===== config.mk =====
export PLATFORM = sky130hd
export DESIGN_NAME = updown_dir_ctrl
export DESIGN_NICKNAME = d
export VERILOG_FILES = /design/src/rtl/updown_dir_ctrl.sv
export SDC_FILE = /design/constraint.sdc
export NUM_CORES = 1
export LEC_CHECK = 0
export ABC_AREA = 1
export CAP_MARGIN = 20
export CORE_MARGIN = 1.5
export CORE_UTILIZATION = 54
export DETAILED_ROUTE_END_ITERATION = 7
export GPL_ROUTABILITY_DRIVEN = 1
export HOLD_SLACK_MARGIN = 0.12
export PLACE_DENSITY_LB_ADDON = 0.3
export REMOVE_ABC_BUFFERS = 1
export SYNTH_ARGS = -nofsm -noshare
export SYNTH_HDL_FRONTEND = slang
export SYNTH_SLANG_ARGS = --single-unit

===== constraint.sdc =====
create_clock -name clk -period 4.1 [get_ports clk]
set_input_delay 0.615 -clock clk [delete_from_list [all_inputs] [get_ports clk]]
set_output_delay 0.615 -clock clk [all_outputs]
set_load 0.05 [all_outputs]

===== src/rtl/updown_dir_ctrl.sv =====
// ---------------------------------------------------------------------------
// updown_dir_ctrl
//
// Direction controller for an external up/down counter. It watches the
// counter value and drives the counter's ud input. Supported modes are
// up-only, down-only, bounce between two limits, and hold. In bounce mode
// it counts reversals and flags limit settings that cannot work.
//
// Ports
//   clk     : single clock, rising edge
//   rst     : asynchronous, active-high reset
//   en      : run enable; low parks the controller in IDLE
//   mode    : 00 up-only, 01 down-only, 10 bounce, 11 hold
//   cnt_in  : current value of the downstream counter
//   lo, hi  : lower / upper bounce limits (unsigned)
//   clr     : synchronous clear of rev_cnt (wins over an increment)
//   ud      : registered direction to the counter, 0 = up, 1 = down
//   turn    : registered one-cycle pulse on each bounce reversal
//   rev_cnt : registered count of reversals, saturates at 255
//   err     : registered flag, bounce requested with lo >= hi
// ---------------------------------------------------------------------------
module updown_dir_ctrl #(
  parameter int N = 4
) (
  input  logic         clk,
  input  logic         rst,
  input  logic         en,
  input  logic [1:0]   mode,
  input  logic [N-1:0] cnt_in,
  input  logic [N-1:0] lo,
  input  logic [N-1:0] hi,
  input  logic         clr,
  output logic         ud,
  output logic         turn,
  output logic [7:0]   rev_cnt,
  output logic         err
);

  typedef enum logic [1:0] {
    IDLE = 2'd0,
    UP   = 2'd1,
    DOWN = 2'd2
  } state_t;

  typedef enum logic [1:0] {
    MODE_UP     = 2'b00,
    MODE_DOWN   = 2'b01,
    MODE_BOUNCE = 2'b10,
    MODE_HOLD   = 2'b11
  } mode_t;

  state_t state;
  // Set while a bounce run is in progress. It separates "first bounce edge"
  // (choose a direction, no pulse) from "already bouncing" (look-ahead
  // reversal). A plain UP state cannot carry this, because up-only mode also
  // sits in UP.
  logic   bouncing;

  // Limits widened by one bit so hi-1 and lo+1 never wrap. hi = 0 would
  // wrap, but lo >= 0 = hi always raises err, so that value is never used.
  logic [N:0] hi_m1;
  logic [N:0] lo_p1;
  logic       err_cond;
  logic       halt;
  logic       at_top;
  logic       at_bot;
  logic       turn_now;

  assign hi_m1    = {1'b0, hi} - (N+1)'(1);
  assign lo_p1    = {1'b0, lo} + (N+1)'(1);
  assign err_cond = en && (mode == MODE_BOUNCE) && (lo >= hi);
  assign halt     = !en || (mode == MODE_HOLD) || err_cond;

  // The counter samples ud on the same edge that we do. Reversing one step
  // early therefore makes the counter peak exactly at hi and bottom at lo.
  assign at_top   = {1'b0, cnt_in} >= hi_m1;
  assign at_bot   = {1'b0, cnt_in} <= lo_p1;
  assign turn_now = !halt && (mode == MODE_BOUNCE) && bouncing &&
                    ((state == UP) ? at_top : at_bot);

  // NOTE: every register here, state included, is written with non-blocking
  // assignments and reset asynchronously, so all readers see pre-edge values.
  always_ff @(posedge clk or posedge rst) begin
    if (rst) begin
      state    <= IDLE;
      bouncing <= 1'b0;
      ud       <= 1'b0;
      turn     <= 1'b0;
      rev_cnt  <= 8'd0;
      err      <= 1'b0;
    end else begin
      err  <= err_cond;
      turn <= turn_now;

      if (clr)
        rev_cnt <= 8'd0;
      else if (turn_now && (rev_cnt != 8'hFF))
        rev_cnt <= rev_cnt + 8'd1;

      if (halt) begin
        // ud is left alone, so the counter keeps its last direction.
        state    <= IDLE;
        bouncing <= 1'b0;
      end else begin
        case (mode)
          MODE_UP: begin
            state    <= UP;
            ud       <= 1'b0;
            bouncing <= 1'b0;
          end
          MODE_DOWN: begin
            state    <= DOWN;
            ud       <= 1'b1;
            bouncing <= 1'b0;
          end
          default: begin
            // Bounce. MODE_HOLD never reaches here because halt covers it.
            bouncing <= 1'b1;
            if (!bouncing) begin
              if (cnt_in < hi) begin
                state <= UP;
                ud    <= 1'b0;
              end else begin
                state <= DOWN;
                ud    <= 1'b1;
              end
            end else if (turn_now) begin
              if (state == UP) begin
                state <= DOWN;
                ud    <= 1'b1;
              end else begin
                state <= UP;
                ud    <= 1'b0;
              end
            end
          end
        endcase
      end
    end
  end

endmodule


Word level (Yosys, flattened, before mapping)
Index checks and enable logic that the tools add are counted.

Muxes and demuxes: 16. Reduce and logical (&&, ||, !) cells: 14. Bitwise operators: 1. Add/sub/neg operators: 3. $lt $le $gt $ge: 4. Eq/ne operators: 7.

Operators with widths (count): 8-bit two-way mux (2); 2-bit two-way mux (5); 8-bit by 1-bit adder with 8-bit output, second input constant (1); 8-bit inequality test, second input constant (1); 1-bit two-way mux (7); 1-bit logical AND (6); 4-bit by 1-bit adder with 5-bit output, second input constant (1); 4-bit by 5-bit greater-or-equal comparator with 1-bit output (1); 4-bit by 5-bit <= comparator with 1-bit output (1); 5-bit by 1-bit inequality test with 1-bit output, second input constant (1); 4-bit by 1-bit subtractor with 5-bit output, second input constant (1); 2-bit by 1-bit equality test with 1-bit output, second input constant (2); 2-bit equality test, second input constant (2); 4-bit greater-or-equal comparator (1); 4-bit < comparator (1); 4-bit by 1-bit inequality test with 1-bit output, second input constant (1); 2-bit case mux with 2 select lines (1); 1-bit logical NOT (2); 2-bit logical NOT (1); 1-bit logical OR (2); 1-bit case mux with 2 select lines (1); 2-bit AND reduction (1); 2-bit nonzero test (1); 2-bit OR reduction (1); 1-bit inverter (1).

Output and inout bits: 11. Word-level logic and storage cells: 51. Input port bits: 18. Register bits after elaboration: 14.

Depth between registers and ports, before layout
Gate-level depths: netlist (run 1).

Depth in word-level cells: 12. Mapped depth: 17. Depth with buffers taken out: 17.

Least setup slack after synthesis (run 1)
OpenSTA, ideal clock, no wires.

Path type: in2reg. Start point: in hi[0]. End point: reg ud. Data required time: 3.981 ns. Setup time: 0.119 ns. Buffers on the path: 0. Setup slack: 2.027 ns. Arrival: 1.954 ns. Stages on the path: 17. Cells stage by stage: inv_1 -> ha_1 -> xnor2_1 -> ha_1 -> nand2_1 -> inv_1 -> nand2_1 -> nand2_1 -> nand2_1 -> nand2_1 -> nand2_1 -> nand2_2 -> nand2_2 -> nand2_1 -> nand2_1 -> nand2_1 -> nand2_1.

Word-level cells in the longest chain between the ends: 9.

Ends and longest elaborated chain: start, declared (line 31) `input logic [N-1:0] hi,`; branches (longest 9 deep; another with 4-bit by 1-bit subtractor with 5-bit output); end signal, assigned (line 87) `ud <= 1'b0;`; end signal, assigned (line 108) `ud <= 1'b0;`; end signal, assigned (line 113) `ud <= 1'b1;`; end, declared (line 33) `output logic ud,`.

Parallel ways; which one is timed is not known. A chain may end at the register's enable or synchronous reset.

Final worst setup path (run 1)
Start point: in hi[0]. End point: reg state[1].

Word-level cells in the longest chain between the ends: 8.

Ends and longest elaborated chain: branches (longest 8 deep; another with 4-bit by 1-bit subtractor with 5-bit output); end signal, assigned (line 85) `state <= IDLE;`; end signal, assigned (line 102) `state <= IDLE;`; end signal, assigned (line 107) `state <= UP;`; end, declared (line 52) `state_t state;`.

Parallel ways; which one is timed is not known.

==> results of run 1 <==
## state kept, by name, indices dropped and copies added, names as in the netlist
register and flops:
rev_cnt 8, err 1, bouncing 1, ud 1, state 2, turn 1
## routing by layer
metal	wire [µm]	up-vias	GRT usage, %
met4	17	0	6.14
met5	0	-	0
met1	1220	565	30.6
li1	-	620	-
met2	1360	31	41.9
met3	93	2	2.87
## synthesized netlist by cell type (all sizes together) (3+ instances only)
master,number
nand2,52
inv,28
ha,19
nand3,17
dfrtp,14
nor2,13
nand4,6
xnor2,6
a21oi,4
xor2,4
clkinv,3
## path summary, 6_finish.rpt
kind                                 start          to  slack [ns]
min in group asynchronous              rst  rev_cnt[0]        0.67
worst max register to register  rev_cnt[0]  rev_cnt[0]        2.60
worst min register to register          ud          ud        0.48
worst max-delay path                 hi[0]    state[1]        1.59
worst min-delay path                    ud          ud        0.48
max in group asynchronous              rst  rev_cnt[6]        3.09
## power by group through the flow
stage	registers, mW	clock network (mW)	logic, mW
global placement	0.149	0	0.115
detailed placement	0.149	0	0.120
CTS	0.147	0.100	0.121
global route	0.148	0.105	0.136
floorplan	0.161	0	0.0656
finish	0.147	0.0981	0.119
## critical path: cells and delay by family
kind	cells	cell delay, ns
compound gates	1	0.14
xor+xnor	1	0.17
fa+ha+maj	2	0.51
buf+inv	2	0.60
simple gates	9	0.64
## final cells by class
cell class              instances  area (µm²)  share of cell area [%]
flip-flops and latches         14         350                    21.5
repair buffers                 28         280                    17.2
multi-input cells             128         815                    49.9
inverters                      31         116                    7.13
clock buffers                   4        36.3                    2.22
well taps                      28        35.0                    2.15
## logic make-up (layout without fill, tap and decap cells)
group	count (synthesis)	in the layout	share of synthesized area, %
and+or+nand+nor	90	90	33.0
buffers and inverters	32	63	9.35
adders and majority gates	19	19	18.5
DFF	14	14	27.3
xor gates and xnor gates	10	10	6.82
AOI/OAI and AO/OA	9	9	5.06
==> flow_summary.json, run 1 <==
{
  "status": "finished clean",
  "critPathLaunchType": "input port",
  "required_ns": 4.27,
  "die_w_um": 51.8,
  "async_flop_share_pct": 100,
  "netlist_instances": 174,
  "place.port_buffers": 28,
  "p_sw_mw": 0.116,
  "cap_viol_max_count": 0,
  "final.setup.tns_ns": 0,
  "pwr-share-seq_pct": 40.3,
  "fp.dieH_um": 51.8,
  "dp.cells": 229,
  "grt_pass1_vias": 1183,
  "cts.reportedPaths.clkPinSlew_ns": 0.09,
  "path_class": "input port to register",
  "whs_ns": 0.482,
  "gp_congestion": 0.830,
  "worstPathCellList": "clkdlybuf4s50_1 > inv_1 > ha_1 > xnor2_1 > ha_1 > a21oi_1 > nand2_1 > nand2_1 > nand2_1 > nand2_1 > nand2_2 > nand2_2 > nand2_1 > nand3_1 > nand2_1",
  "cts_sinks": 14,
  "worstMarginPinSlew_ns": 0.516,
  "worst_slack_ns": 1.59,
  "internal_power_mw": 0.248,
  "grt_pass1_wl_mm": 4.88,
  "finalSetupViolCount": 0,
  "cp_slowest_stage_delay_ns": 0.51,
  "yosys-top-cells-area": "dfrtp_1 27%, ha_1 19%, nand2_1 14%",
  "skew_ns": 0.00215,
  "dr.pass1.iters": 4,
  "final_util_pct": 73.1,
  "dieArea_um2": 2680,
  "switching_share_pct": 31.9,
  "grt_max_degree": 15,
  "final_hold_viol_count": 0,
  "finalWirelength_mm": 2.69,
  "power_frac_comb_pct": 32.8,
  "n_fill_cell": 184,
  "reg2reg_depth": 7,
  "worst_ir_drop_vdd_mv": 0.245,
  "p_per_area_nw_per_um2": 223,
  "drt_iter0_drc": 25,
  "critPathMostFrequentCell": "nand2_1",
  "min_path_cells": 2,
  "rows": 17,
  "via_per_inst": 5.23,
  "htreeDepth": 1,
  "num_antenna_cells": 0,
  "final_nets": 243,
  "area_growth_syn_to_layout_pct": 27.1,
  "yosysTopAreaCellShare_pct": 27.3,
  "yosysUniqueCellTypes": 28,
  "synth_area_um2": 1280,
  "grt_usage_pct": 23.7,
  "ctsHoldBuffers": 0,
  "hpwl_mm": 2.26,
  "cts_setup_buffers": 0,
  "clock_latency_ns": 0.27,
  "drc": 0,
  "cp_data_arrival_time_ns": 2.68,
  "relSlewSlack_pct": 65.6,
  "drive_gt1_share_pct": 6.83,
  "pwr-share-clk_pct": 26.9,
  "leakagePower_nw": 0.875,
  "io-pin-count": 29,
  "cts_tree": "done",
  "fin_crit_sh_pct": 61.2,
  "synth_seq_cells": 14,
  "synth-edff-count": 0,
  "coreArea_um2": 2230,
  "routedWlPerCell_um": 11.6,
  "fmax_ghz": 0.398,
  "layout_commonest_cell": "nand2_1",
  "start_util_pct": 57.5,
  "postPlaceCellArea_um2": 1600,
  "place_ws_ns": 1.32,
  "num_vias": 1218,
  "syn_avg_cell_area_um2": 7.38,
  "cp-end-kind": "register",
  "ys_warn_count": 0,
  "final.min_clock_period_ns": 2.51,
  "clk_path_buf_depth": 2,
  "critPathMaxFanout": 4,
  "cpMaxStageDelayCell": "clkdlybuf4s50_1",
  "cts_resized": 0,
  "final_cell_mix": "49 x nand2_1, 28 x clkdlybuf4s50_1, 27 x inv_1, 19 x ha_1, 15 x nand3_1",
  "slew_viol_final": 0,
  "synth-seq-area-share_pct": 27.3,
  "synth_top_flop_cell": "dfrtp_1",
  "synth_area_leader_cell": "dfrtp_1",
  "numCtsBuffers": 3,
  "grt-ovfl-total": 0,
  "antenna_found_initial": 0,
  "rsz0062_at_grt": "no",
  "cts_root_buffer": "clkbuf_4",
  "report.power.total_mw": 0.364,
  "final_cells": 233,
  "hold_path_class": "register to register",
  "stdcell_area_um2": 1630,
  "final_antenna_net_count": 0
}
No activity file was read; power rests on OpenSTA's default activity.
==> run 2, diff against run 1 <==
Settings changed: CORE_UTILIZATION 54 to 45.
Clock period 4.1 ns to 2 ns, I/O delays scaled along.
==> flow_summary.json, run 2 (synthesis results as in run 1) <==
{
  "io-pin-count": 29,
  "fin_crit_sh_pct": 95.6,
  "path_class": "register to primary output",
  "htreeDepth": 1,
  "wl_met3_um": 138,
  "numCtsBuffers": 3,
  "dr.max_layer_used": "met4",
  "dp.cells": 246,
  "cap_viol_max_count": 0,
  "cts.reportedPaths.clkPinSlew_ns": 0.09,
  "reg_top3": "rev_cnt: 8 flops, state: 2 flops",
  "pwr-share-clk_pct": 26.6,
  "clk_path_buf_depth": 2,
  "drt_iter0_drc": 28,
  "grt_pass1_wl_mm": 5.50,
  "place.port_buffers": 28,
  "wl_met2_mm": 1.60,
  "n_fill_cell": 236,
  "worstPathCellList": "clkdlybuf4s50_1",
  "critPathLaunchType": "register",
  "grt_usage_pct": 22.0,
  "hpwl_mm": 2.47,
  "grt_pass1_vias": 1260,
  "m1WireLength_mm": 1.44,
  "relSlewSlack_pct": 63.0,
  "final_util_pct": 67.0,
  "regMostFlops": "rev_cnt",
  "start_util_pct": 47.0,
  "p_sw_mw": 0.282,
  "switching_share_pct": 34.5,
  "critical-path-top-delay-family": "buffers and inverters",
  "final_cell_mix": "45 x nand2_1, 25 x inv_1, 21 x clkdlybuf4s50_1, 16 x ha_1, 15 x buf_4",
  "place_ws_ns": -0.409,
  "worst_ir_drop_vdd_mv": 0.466,
  "required_ns": 1.70,
  "final.min_clock_period_ns": 1.91,
  "drc": 0,
  "coreArea_um2": 2730,
  "cpMaxStageDelayCell": "clkdlybuf4s50_1",
  "rows": 19,
  "ctsHoldBuffers": 0,
  "critical_path_buf_inv_count": 1,
  "internal_power_mw": 0.534,
  "finalWirelength_mm": 3.22,
  "layout_commonest_cell": "nand2_1",
  "p_per_area_nw_per_um2": 445,
  "routedWlPerCell_um": 12.8,
  "dr.pass1.iters": 6,
  "hold_path_class": "input port to async pin",
  "area_growth_syn_to_layout_pct": 42.6,
  "grt_max_degree": 15,
  "final_cells": 252,
  "worst_slack_ns": 0.0887,
  "final_antenna_net_count": 0,
  "via_per_inst": 5.08,
  "cp-end-kind": "primary output",
  "num_antenna_cells": 0,
  "clock_latency_ns": 0.30,
  "skew_ns": 0.00380,
  "power_frac_comb_pct": 36.4,
  "cts_sinks": 14,
  "die_w_um": 56.4,
  "grt-ovfl-total": 0,
  "finalSetupViolCount": 0,
  "antenna_found_initial": 0,
  "leakagePower_nw": 0.997,
  "cp_slowest_stage_delay_ns": 0.84,
  "dieArea_um2": 3180,
  "gp_congestion": 0.800,
  "pwr-share-seq_pct": 37.0,
  "final_hold_viol_count": 0,
  "critPathMaxFanout": 6,
  "final_nets": 259,
  "rsz0062_at_grt": "no",
  "drive_gt1_share_pct": 19.5,
  "slew_viol_final": 0,
  "cts_tree": "done",
  "cp_data_arrival_time_ns": 1.61,
  "worstMarginPinSlew_ns": 0.555,
  "fp.dieH_um": 56.4,
  "cts_root_buffer": "clkbuf_4",
  "num_vias": 1281,
  "fmax_ghz": 0.523,
  "status": "finished clean",
  "largest_reg_flops": 8
}
-- run 2: stage by stage --
step                cell area, µm²  setup TNS [ns]  power, mW  hold WS [ns]
finish                        1830               0      0.815         0.340
global route                  1830               0      0.871         0.381
CTS                           1790               0      0.803         0.363
detailed placement            1710           -4.70      0.577         0.480
global placement              1710           -3.91      0.564         0.459
floorplan                     1280               0      0.465         0.189
-- run 2: area by class of cell --
| cell class | instances | area (µm²) | area share [%] |
|---|---|---|---|
| flip-flops and latches | 14 | 350 | 19.1 |
| clock buffers | 4 | 36.3 | 1.98 |
| repair buffers | 43 | 395 | 21.6 |
| multi-input cells | 129 | 896 | 48.9 |
| well taps | 31 | 38.8 | 2.12 |
| inverters | 31 | 116 | 6.35 |
-- run 2: repair_timing --
action,in CTS,in global routing
gates cloned,1,0
pin swaps,6,7
setup buffers,1,0
gates resized for setup,13,11
setup endpoints to repair,11,11
-- run 2: power by group through the flow --
stage                     clock network (mW)  registers, mW  logic [mW]
after floorplan                            0          0.331       0.135
after global placement                     0          0.306       0.257
after detailed placement                   0          0.307       0.270
after CTS                              0.218          0.302       0.283
after global routing                   0.237          0.304       0.330
final                                  0.217          0.302       0.297
-- run 2: worst paths after layout --
| check | from | cells past startpoint | to | slack, ns |
|---|---|---|---|---|
| setup / recovery | rev_cnt[3] | 1 | rev_cnt[3] | 0.09 |
| max in group asynchronous | rst | 2 | rev_cnt[6] | 1.29 |
| setup reg to reg | rev_cnt[0] | 7 | rev_cnt[5] | 0.34 |
| hold reg to reg | ud | 2 | ud | 0.50 |
| hold / removal | rst | 2 | rev_cnt[4] | 0.34 |
| min in group clk | ud | 2 | ud | 0.50 |
-- run 2: layer usage --
layer	global-route usage, %	vias to the layer above
met2	36.0	32
li1	-	649
met5	0	-
met4	6.46	0
met1	28.3	596
met3	5.76	4
==> run 3, diff against run 2 <==
Settings changed: CORE_MARGIN 1.5 to default, PLACE_DENSITY from default to 0.76, PLACE_DENSITY_LB_ADDON 0.3 to default.
==> flow_summary.json, run 3 (synthesis results as in run 1) <==
{
  "grt_usage_pct": 22.3,
  "status": "finished clean",
  "via_per_inst": 5.24,
  "grt_max_degree": 15,
  "numCtsBuffers": 3,
  "cap_viol_max_count": 0,
  "use_met2_pct": 38.7,
  "cp_slowest_stage_delay_ns": 0.85,
  "met1_usage_pct": 26.2,
  "p_per_area_nw_per_um2": 436,
  "slew_viol_final": 0,
  "top_usage_layer": "met2",
  "area_growth_syn_to_layout_pct": 42.6,
  "place.port_buffers": 28,
  "clk_path_buf_depth": 2,
  "crit_start": "rev_cnt[2]",
  "final_antenna_net_count": 0,
  "fp.dieH_um": 55.4,
  "hold_path_class": "input port to async pin",
  "dr.pass1.iters": 4,
  "final.min_clock_period_ns": 1.91,
  "skew_ns": 0.00412,
  "power_frac_comb_pct": 36.0,
  "rows": 19,
  "ctsHoldBuffers": 0,
  "required_ns": 1.70,
  "cts_sinks": 14,
  "final_hold_viol_count": 0,
  "internal_power_mw": 0.533,
  "reg_top3": "rev_cnt: 8 flops, state: 2 flops",
  "cts_root_buffer": "clkbuf_4",
  "cts.reportedPaths.clkPinSlew_ns": 0.09,
  "multi_input_area_um2": 896,
  "regMostFlops": "rev_cnt",
  "drc": 0,
  "critical_path_buf_inv_count": 1,
  "rr_startpoint": "rev_cnt[0]",
  "critical-path-top-delay-family": "buffers and inverters",
  "dp.cells": 247,
  "drive_gt1_share_pct": 18.1,
  "layout_commonest_cell": "nand2_1",
  "worst_ir_drop_vdd_mv": 0.489,
  "use_met3_pct": 2.81,
  "critPathLaunchType": "register",
  "num_antenna_cells": 0,
  "leakagePower_nw": 0.998,
  "clock_latency_ns": 0.29,
  "fmax_ghz": 0.524,
  "register_area_um2": 350,
  "worstMarginPinSlew_ns": 0.515,
  "grt_pass1_vias": 1310,
  "pwr-share-seq_pct": 37.8,
  "final_cells": 252,
  "start_util_pct": 47.0,
  "p_sw_mw": 0.266,
  "gp_congestion": 0.880,
  "hpwl_mm": 2.37,
  "coreArea_um2": 2730,
  "worstPathCellList": "clkdlybuf4s50_1",
  "cp_data_arrival_time_ns": 1.61,
  "finalWirelength_mm": 3.14,
  "die_w_um": 55.4,
  "io-pin-count": 29,
  "finalSetupViolCount": 0,
  "drt_iter0_drc": 71,
  "htreeDepth": 1,
  "largest_reg_flops": 8,
  "dieArea_um2": 3070,
  "final_nets": 259,
  "num_vias": 1320,
  "relSlewSlack_pct": 65.6,
  "fin_crit_sh_pct": 95.4,
  "path_class": "register to primary output",
  "pwr-share-clk_pct": 26.2,
  "final_cell_mix": "46 x nand2_1, 27 x inv_1, 21 x clkdlybuf4s50_1, 16 x ha_1, 15 x buf_4",
  "grt_pass1_wl_mm": 5.50,
  "cp-end-kind": "primary output",
  "antenna_found_initial": 0,
  "report.power.total_mw": 0.798,
  "n_fill_cell": 243,
  "grt-ovfl-total": 0,
  "switching_share_pct": 33.3,
  "cts_tree": "done",
  "routedWlPerCell_um": 12.4,
  "cpMaxStageDelayCell": "clkdlybuf4s50_1",
  "critPathMaxFanout": 6
}
## run 3: cell types whose count changed in the layout (fill, tap and decap cells not counted), sizes merged
cell and change:
clkinv +1, inv -1
## run 3: power groups by stage
stage	clock network [mW]	registers (mW)	logic, mW
5_1_grt	0.226	0.303	0.320
2_1_floorplan	0	0.331	0.135
4_1_cts	0.215	0.302	0.273
6_report	0.209	0.302	0.287
3_3_place_gp	0	0.306	0.258
3_5_place_dp	0	0.308	0.267
## run 3: per-layer routing
| metal | wire length [µm] | share of wire (%) | up-vias |
|---|---|---|---|
| li1 | - | - | 649 |
| met1 | 1310 | 42 | 588 |
| met2 | 1510 | 48 | 65 |
| met3 | 185 | 5.9 | 18 |
| met4 | 122 | 3.9 | 0 |
| met5 | 0 | 0 | - |
## run 3: final timing paths
check                      cells after the start    endpoint  slack, ns
min reg2reg                                    2          ud       0.50
min                                            2  rev_cnt[1]       0.33
max reg2reg                                    7  rev_cnt[0]       0.31
max                                            1  rev_cnt[2]       0.09
max in group asynchronous                      2  rev_cnt[2]       1.33
min in group clk                               2          ud       0.50
## run 3: per-stage QoR
stage          hold WS (ns)  utilization, %  setup slack, ns  setup TNS [ns]  instance area (µm²)
6_report              0.330            67.0           0.0910               0                 1830
5_1_grt               0.397            67.0         -0.00502        -0.00975                 1830
4_1_cts               0.342            65.1          0.00860               0                 1780
3_3_place_gp          0.457            62.7           -0.350           -3.82                 1710
2_1_floorplan         0.189               -            0.242               0                 1280
3_5_place_dp          0.473            62.7           -0.420           -4.67                 1710
## run 3: timing repair
action                                  CTS  global route
resized for setup                        11            10
buffers inserted                          0             0
pin swaps                                 8             5
endpoints found under the setup margin   11            11
gates cloned                              1             0
## run 3: area by class of cell
type	instances	share of cell area, %
multi-input combinational	129	48.9
tap	31	2.12
timing repair buffer	43	21.6
clock buffer	4	1.98
sequential	14	19.1
inverter	31	6.35
